File: config.mk
export PLATFORM = sky130hd
export DESIGN_NAME = memoria_dados
export DESIGN_NICKNAME = d
export VERILOG_FILES = /design/src/rtl/memoria_dados_pkg.sv /design/src/rtl/memoria_dados_contador_limpeza.sv /design/src/rtl/memoria_dados.sv
export SDC_FILE = /design/constraint.sdc
export NUM_CORES = 1
export LEC_CHECK = 0
export ABC_AREA = 1
export CORE_ASPECT_RATIO = 0.9
export CORE_UTILIZATION = 50
export DETAILED_ROUTE_END_ITERATION = 8
export PLACE_DENSITY_LB_ADDON = 0.12
export SLEW_MARGIN = 20
export SYNTH_ARGS = -nofsm -noshare
export SYNTH_HDL_FRONTEND = slang
export SYNTH_HIERARCHICAL = 1
export SYNTH_SLANG_ARGS = --single-unit
File: constraint.sdc
create_clock -name clk -period 2.5 [get_ports clk]
set_input_delay 0.25 -clock clk [delete_from_list [all_inputs] [get_ports clk]]
set_output_delay 0.25 -clock clk [all_outputs]
set_load 0.01 [all_outputs]
File: src/rtl/memoria_dados_pkg.sv
// Shared definitions for the data memory: controller state encoding and default widths.
// The control unit and the datapath import the same widths from here.
package memoria_dados_pkg;

  localparam int DATA_W_DEF = 16;
  localparam int ADDR_W_DEF = 4;

  typedef enum logic {
    OCIOSO  = 1'b0,
    LIMPEZA = 1'b1
  } estado_t;

endpackage

File: src/rtl/memoria_dados_contador_limpeza.sv
// Sweep address counter for the clear operation.
// It supports clear and enable inputs and flags the last word.
module contador_limpeza #(
  parameter int ADDR_W = 4
) (
  input  logic              clk,
  input  logic              rst,
  input  logic              clr,
  input  logic              en,
  output logic [ADDR_W-1:0] contagem,
  output logic              fim
);

  logic [ADDR_W-1:0] contagem_q, contagem_d;

  always_comb begin
    // NOTE: every signal assigned here gets a default first, so no latch is inferred.
    contagem_d = contagem_q;
    if (clr)     contagem_d = '0;
    else if (en) contagem_d = contagem_q + 1'b1;  // wraps to 0 after the last word
  end

  // NOTE: state registers use non-blocking assignments so all flops update together.
  always_ff @(posedge clk or posedge rst) begin
    if (rst) contagem_q <= '0;
    else     contagem_q <= contagem_d;
  end

  assign contagem = contagem_q;
  assign fim      = (contagem_q == {ADDR_W{1'b1}});

endmodule

File: src/rtl/memoria_dados.sv
// Data-memory responder: single-cycle read/write plus a multi-cycle clear sweep.
// Ocupado is high during the sweep, and requests made then are ignored.
module memoria_dados
  import memoria_dados_pkg::*;
#(
  parameter int DATA_W = DATA_W_DEF,
  parameter int ADDR_W = ADDR_W_DEF
) (
  input  logic              clk,
  input  logic              rst,
  input  logic              MemEn,
  input  logic              MemOp,
  input  logic              Clear,
  input  logic [ADDR_W-1:0] Endereco,
  input  logic [DATA_W-1:0] DadoEscrita,
  output logic [DATA_W-1:0] DadoLeitura,
  output logic              Pronto,
  output logic              Ocupado
);

  localparam int DEPTH = 1 << ADDR_W;

  estado_t           estado_q, estado_d;
  logic [DATA_W-1:0] dado_leitura_q, dado_leitura_d;
  logic              pronto_q, pronto_d;

  logic [DATA_W-1:0] mem [DEPTH];

  logic              aceita, inicia_limpeza, escrita, leitura, varrendo;
  logic [ADDR_W-1:0] contador;
  logic              contador_fim;
  logic              mem_we;
  logic [ADDR_W-1:0] mem_addr;
  logic [DATA_W-1:0] mem_wdata;

  always_comb begin
    aceita         = (estado_q == OCIOSO) && MemEn;
    inicia_limpeza = aceita && Clear;
    escrita        = aceita && !Clear && MemOp;
    leitura        = aceita && !Clear && !MemOp;
    varrendo       = (estado_q == LIMPEZA);

    estado_d       = estado_q;
    dado_leitura_d = dado_leitura_q;
    pronto_d       = 1'b0;
    unique case (estado_q)
      OCIOSO: begin
        if (inicia_limpeza) estado_d = LIMPEZA;
        if (leitura) dado_leitura_d = mem[Endereco];
        pronto_d = escrita || leitura;
      end
      LIMPEZA: begin
        if (contador_fim) begin
          estado_d = OCIOSO;
          pronto_d = 1'b1;
        end
      end
      default: estado_d = OCIOSO;
    endcase

    // The sweep and CPU writes share one write port; the sweep owns it while busy.
    mem_we    = !rst && (escrita || varrendo);
    mem_addr  = varrendo ? contador : Endereco;
    mem_wdata = varrendo ? '0 : DadoEscrita;
  end

  always_ff @(posedge clk or posedge rst) begin
    if (rst) begin
      estado_q       <= OCIOSO;
      dado_leitura_q <= '0;
      pronto_q       <= 1'b0;
    end else begin
      estado_q       <= estado_d;
      dado_leitura_q <= dado_leitura_d;
      pronto_q       <= pronto_d;
    end
  end

  // NOTE: the storage array has no reset; an aborted sweep must leave the words it has not reached untouched.
  always_ff @(posedge clk) begin
    if (mem_we) mem[mem_addr] <= mem_wdata;
  end

  contador_limpeza #(.ADDR_W(ADDR_W)) u_contador (
    .clk      (clk),
    .rst      (rst),
    .clr      (inicia_limpeza),
    .en       (varrendo),
    .contagem (contador),
    .fim      (contador_fim)
  );

  assign DadoLeitura = dado_leitura_q;
  assign Pronto      = pronto_q;
  assign Ocupado     = (estado_q == LIMPEZA);

endmodule
==> results by group, run 1 <==
Synth
  • Top cells by count, synth: 400 x nand2_1, 256 x edfxtp_1, 220 x inv_1
  • Number of synthesized flops with an enable pin: 256
  • Mean post-synth cell area: 9.993 µm²
  • Top cell type by total area after synthesis: edfxtp_1
  • Mapped cell area: 12110 µm²
  • Synthesized netlist cell count: 1212
  • Yosys warning total: 6
  • Synth top area share: 0.6347
  • Synth top area cells: edfxtp_1 63%, nand2_1 12%, nand3_1 8.1%, inv_1 6.8%, dfrtp_1 4.5%
  • Asr flop ratio synth: 0.07914
  • Most frequent cell after synthesis: nand2_1
  • Synth Flop Type: edfxtp_1
  • Seq/Total Area, Yosys: 0.6802
  • Cell variety after synth: 21
  • Number of synthesized register bits: 278
  • Syn nets: 1238

GRT
  • Vias in the first global route: 7774
  • Global-route wire length before repair: 44510 µm
  • Largest net degree at the start of global routing: 92
  • All-Layer GR Usage: 0.2378
  • Initial antenna violation count: 0
  • GRT overflow: 0

Route
  • Detailed Route WL: 28150 µm
  • Initial drt markers: 702
  • Drt drc: 0
  • DR vias/cell: 5.037
  • Met3 Wirelength: 1520 µm
  • M1 WL: 12450 µm
  • Routed wl met2: 13340 µm
  • Routed via count: 8119
  • Routed Antenna Nets: 0
  • Initial DRT Pass Iterations: 6
  • DR top layer: met4
  • Avg WL per Cell: 17.46 µm

Critical path
  • Kind of critical path: primary input to flip-flop
  • CP max FO: 12
  • Worst Path Required: 2.74 ns
  • Startpoint Class: primary input
  • Crit end category: flip-flop
  • Reg2Reg Setup Slack: 0.26 ns
  • Cells on worst reg2reg path: 5
  • RR Endpoint: mem[2][8]
  • Slowest stage delay, CP: 0.54 ns
  • Top Family by Delay on Critical Path: buffers and inverters
  • CP bufs+invs: 3
  • WP data arrival: 2.49 ns
  • Slowest-stage cell, CP: dlygate4sd3_1
  • CP Cell Sequence: dlygate4sd3_1 > clkdlybuf4s50_1 > a21oi_1 > nand3_1 > nor2_2 > buf_12
  • FF-to-FF Start: Ocupado

Min path
  • Hold_sp: MemEn
  • Min-Delay Path Class: primary input to flip-flop
  • Hold endpoint: Ocupado
  • Worst Hold Depth: 3

Clock network
  • Root Driver: clkbuf_16
  • H-tree Lvls: 1
  • CTS tree: yes
  • Clk slew on worst S/H paths: 0.06 ns
  • Worst-case clock buffer depth: 3
  • Cts bufs inserted: 28
  • CTS Sinks: 278
  • Worst-skew pair later-pin latency: 0.54 ns

Flow run
  • Max-cap violation count: 0

Power
  • Combinational group share of total power: 0.189
  • Sw frac: 0.2740
  • Worst vdd ir: 0.5573 mV
  • Pleak: 6.239 nW
  • Seq pwr share: 0.486
  • P per Cell Area: 888.4 nW/µm²
  • Sw Pwr: 3.430 mW
  • Clock network fraction of design power: 0.325
  • Internal: 9.086 mW

STA
  • Setup TNS: 0 ns
  • Relative slew slack: 0.4775
  • Clock Skew: 0.01141 ns
  • Slew at the pin with the worst max-slew slack: 0.7838 ns
  • RSZ-0062 raised after global routing: no
  • Final Critical Period: 2.250 ns
  • Final period util: 0.8998
  • Slew Limit Fails: 0
  • Fmax: 444.5 MHz
  • Setup violators final: 0
  • Fin. Hold Viols: 0

Floorplan
  • Chip width: 166.1 µm
  • Core area: 23540 µm²
  • Row count: 53
  • Total die area: 24850 µm²
  • Initial core utilization: 0.5145
  • Die Y: 149.7 µm
  • # IOs: 43

Placement
  • Routability congestion estimate: 0.8555
  • Post-DP HPWL: 17840 µm
  • Dpl cells: 1559
  • PortBufs: 42

Cells and area
  • Layout area overhead: 16.31%
  • Fin cells: 1612
  • Final nets: 1314
  • Share of cells above drive strength 1: 0.1015
  • Final core occ: 0.5984
  • Diodes inserted: 0
  • Fill cell count: 1989

Run status
  • Run status: completed
state kept, by name, summed over array words and instances, names as in the netlist:
signal	flops
u_contador/contagem	4
DadoLeitura	16
Pronto	1
Ocupado	1
mem	256
power by group through the flow:
stage | Sequential (mW) | Clock, mW | Combinational [mW]
2_1_floorplan | 6.22 | 0 | 1.17
3_3_place_gp | 6.17 | 0 | 2.35
3_5_place_dp | 6.18 | 0 | 2.38
4_1_cts | 6.09 | 4.13 | 2.39
5_1_grt | 6.14 | 4.30 | 2.63
6_report | 6.08 | 4.07 | 2.37
per-stage QoR:
step	area (µm²)	power [mW]	setup WS [ns]	hold WS [ns]
2_1_floorplan	12110	7.397	0.2060	0.01608
3_3_place_gp	13170	8.524	0.06435	0.4634
3_5_place_dp	13170	8.557	0.07735	0.4644
4_1_cts	14090	12.61	0.2767	0.3179
5_1_grt	14090	13.06	0.1666	0.3304
6_report	14090	12.52	0.2505	0.3363
cells in the final DEF (no fill, tap or decap):
cell type        count
nand2_1            400
o21ai_0              4
dlygate4sd3_1        1
clkinv_1             4
nor2_1              21
edfxtp_1           256
clkbuf_16           29
buf_12               5
buf_4               55
dfrtp_1             22
o22ai_1              1
or2_2                2
clkdlybuf4s50_1     40
o21ai_1              1
a21oi_1              4
clkbuf_1             6
nor2_4               2
inv_2                5
ha_1                 1
clkinvlp_4           4
clkinv_2             6
nand2_2              1
nor2_2              19
bufinv_16            2
or2_0                1
nand3_1            196
clkbuf_8             2
inv_1              219
buf_2                1
worst max path at each step:
stage             from         end  slack, ns  cells after the start
2_1_floorplan  Ocupado  mem[10][0]       0.21                      7
3_3_place_gp     MemEn   mem[7][4]       0.06                      8
3_5_place_dp     MemEn  mem[6][15]       0.08                      8
4_1_cts        Ocupado  mem[6][15]       0.28                      5
5_1_grt        Ocupado  mem[6][15]       0.17                      8
6_report           rst   mem[2][8]       0.25                      6
cells by family after synthesis:
| logic type | count (synthesis) | synth area share |
|---|---|---|
| buf+inv | 281 | 0.09266 |
| fa+ha+maj | 1 | 0.001033 |
| compound gates | 10 | 0.004236 |
| simple gates | 642 | 0.2219 |
| flops | 278 | 0.6802 |
per-layer routing:
metal,vias to the layer above,GRT usage
met4,0,0.08505
met3,55,0.02856
li1,4013,-
met1,3823,0.3323
met5,-,0
met2,228,0.3878
tightest hold or removal path, cell delays in order:
cell             delay (ns)
clkdlybuf4s50_1        0.41
nand2_2                0.10
o22ai_1                0.06
timing repair:
action / in CTS / in global routing
endpoints found under the setup margin: 0 / 0
hold buffers: 1 / 0
endpoints found under the hold margin: 4 / 0
setup buffers: 0 / 0
resized for setup: 0 / 0
layout make-up:
cell class                      instances  area (µm²)  area share
Sequential cell                       278        8238      0.5848
Multi-Input combinational cell        653        2791      0.1982
Timing Repair Buffer                  102       928.4     0.06590
Inverter                              225       845.8     0.06004
Clock buffer                           37       775.7     0.05507
Tap cell                              302       377.9     0.02682
Clock inverter                         15       130.1    0.009237
(Power assumes the default switching activity.)
==> run 2, diff against run 1 <==
- CAP_MARGIN: not set -> 10
- CTS_CLUSTER_DIAMETER: not set -> 200
- clock period: 2.5 -> 2.44 ns (I/O delays scaled with it)
==> run 2 against run 1 <==
Effect of this change:
- power rose by 2.3%
- register-to-register slack lost 0.098 ns
- wire length rose by 1.9%
- utilization rose by 0.10 points
- cell area is 0.17% higher
- critical endpoint is now mem[6][6]
- highest routed layer unchanged
==> results by group, run 2 (synthesis results as in run 1) <==
STA
  • Final period util: 0.9335
  • Fmax: 439.0 MHz
  • Final Critical Period: 2.278 ns
  • Setup violators final: 0
  • Final hold slack: 0.2945 ns
  • Slew at the pin with the worst max-slew slack: 0.8105 ns
  • RSZ-0062 raised after global routing: no
  • Relative slew slack: 0.4597
  • Fin. Hold Viols: 0
  • Slew Limit Fails: 0
  • Slack of the critical path: 0.1621 ns
  • Setup TNS: 0 ns
  • Clock Skew: 0.01002 ns

Power
  • Combinational group share of total power: 0.192
  • Sw Pwr: 3.540 mW
  • Seq pwr share: 0.487
  • Sw frac: 0.2763
  • Internal: 9.269 mW
  • P per Cell Area: 907.7 nW/µm²
  • Worst vdd ir: 0.5702 mV
  • Pleak: 6.255 nW
  • Clock network fraction of design power: 0.321

Placement
  • Placed Area: 13210 µm²
  • Place WS: -0.03024 ns
  • Routability congestion estimate: 0.8557
  • PortBufs: 42
  • Post-DP HPWL: 18200 µm

Flow run
  • Max-cap violation count: 0

Route
  • Initial drt markers: 619
  • Routed Antenna Nets: 0
  • Detailed Route WL: 28680 µm
  • Avg WL per Cell: 17.80 µm
  • Initial DRT Pass Iterations: 5
  • DR vias/cell: 5.055
  • Drt drc: 0
  • Routed via count: 8144

GRT
  • Global-route wire length before repair: 44430 µm
  • Initial antenna violation count: 0
  • Vias in the first global route: 7852
  • All-Layer GR Usage: 0.2386
  • Largest net degree at the start of global routing: 73
  • GRT overflow: 0

Floorplan
  • Row count: 53
  • # IOs: 43
  • Chip width: 166.1 µm
  • Total die area: 24850 µm²
  • Initial core utilization: 0.5145
  • Die Y: 149.7 µm
  • Core area: 23540 µm²

Critical path
  • CP max FO: 9
  • Most used cell, CP: nor2_2
  • Crit end category: flip-flop
  • WP data arrival: 2.51 ns
  • Kind of critical path: flip-flop to flip-flop
  • CP Cell Sequence: inv_2 > nand2_2 > nor2_2 > nand2_1 > a21oi_1 > nand3_1 > nor2_2 > buf_4
  • Startpoint Class: flip-flop
  • Slowest-stage cell, CP: a21oi_1
  • Slowest stage delay, CP: 0.42 ns
  • Worst Path Required: 2.67 ns

Clock network
  • Cts bufs inserted: 28
  • Root Driver: clkbuf_16
  • Cts repair resizes: 0
  • Clk slew on worst S/H paths: 0.06 ns
  • Worst-skew pair later-pin latency: 0.54 ns
  • CTS Sinks: 278
  • H-tree Lvls: 1
  • Worst-case clock buffer depth: 3
  • CTS tree: yes

Cells and area
  • Largest register FFs: 256
  • Most frequent cells in the layout: 400 x nand2_1, 256 x edfxtp_1, 219 x inv_1, 196 x nand3_1, 50 x buf_4
  • Commonest non-fill, non-tap cell in the layout: nand2_1
  • Top reg by flops: mem
  • Design area: 14110 µm²
  • Fill cell count: 1944
  • Share of cells above drive strength 1: 0.1001
  • Diodes inserted: 0
  • Layout area overhead: 16.51%
  • Final nets: 1313

Min path
  • Min-Delay Path Class: primary input to flip-flop

Run status
  • Run status: completed
[run 2: cell types whose count changed in the layout (fill, tap and decap cells not counted)]
cell / delta
clkinvlp_4: -4
clkinv_1: +1
clkbuf_8: +2
buf_4: -5
clkinv_2: +2
buf_12: +4
bufinv_16: -1
[run 2: area by class of cell]
type,instances,area [µm²],area share
timing repair buffer,101,970.9,0.06881
tap,302,377.9,0.02678
clock inverter,13,83.83,0.005941
clock buffer,39,803.3,0.05693
inverter,225,845.8,0.05994
multi-input combinational,653,2791,0.1978
sequential,278,8238,0.5838
[run 2: stage by stage]
stage	instances	power [mW]	util
2_1_floorplan	1212	7.579	-
3_3_place_gp	1558	8.768	0.5613
3_5_place_dp	1558	8.806	0.5613
4_1_cts	1611	12.90	0.5994
5_1_grt	1611	13.34	0.5994
6_report	1611	12.81	0.5994
[run 2: what timing repair did]
| item | in CTS | in global routing |
|---|---|---|
| setup buffers | 0 | 0 |
| endpoints found under the hold margin | 4 | 0 |
| hold buffers | 1 | 0 |
[run 2: worst max-delay path: cells and delay by family (launching register included)]
| kind | cells | cell delay [ns] |
|---|---|---|
| AND/OR/NAND/NOR | 5 | 0.82 |
| AO/OA/AOI/OAI | 1 | 0.42 |
| flip-flops | 1 | 0.39 |
| buffers and inverters | 2 | 0.35 |
[run 2: power by group through the flow]
| stage | registers (mW) | clock network (mW) | logic [mW] |
|---|---|---|---|
| finish | 6.24 | 4.11 | 2.45 |
| global route | 6.29 | 4.36 | 2.70 |
| CTS | 6.24 | 4.18 | 2.48 |
| detailed placement | 6.33 | 0 | 2.48 |
| global placement | 6.32 | 0 | 2.44 |
| floorplan | 6.38 | 0 | 1.20 |
[run 2: final timing paths]
| kind | cells past startpoint | slack (ns) | end | startpoint |
|---|---|---|---|---|
| setup / recovery | 8 | 0.16 | mem[6][6] | Ocupado |
| hold / removal | 8 | 0.29 | DadoLeitura[15] | Endereco[0] |
| setup reg to reg | 8 | 0.16 | mem[6][6] | Ocupado |
| hold reg to reg | 2 | 0.49 | DadoLeitura[6] | DadoLeitura[6] |
| max in group asynchronous | 3 | 1.20 | DadoLeitura[8] | rst |
| min in group asynchronous | 3 | 0.52 | u_contador/contagem[2] | rst |
[run 2: metal layers]
layer / vias to the layer above / part of all wire / routed length (µm) / track usage
li1: 4018 / - / - / -
met1: 3832 / 0.44 / 12640 / 0.3239
met2: 236 / 0.47 / 13460 / 0.3907
met3: 58 / 0.051 / 1459 / 0.03068
met4: 0 / 0.039 / 1118 / 0.1023
met5: - / 0 / 0 / 0
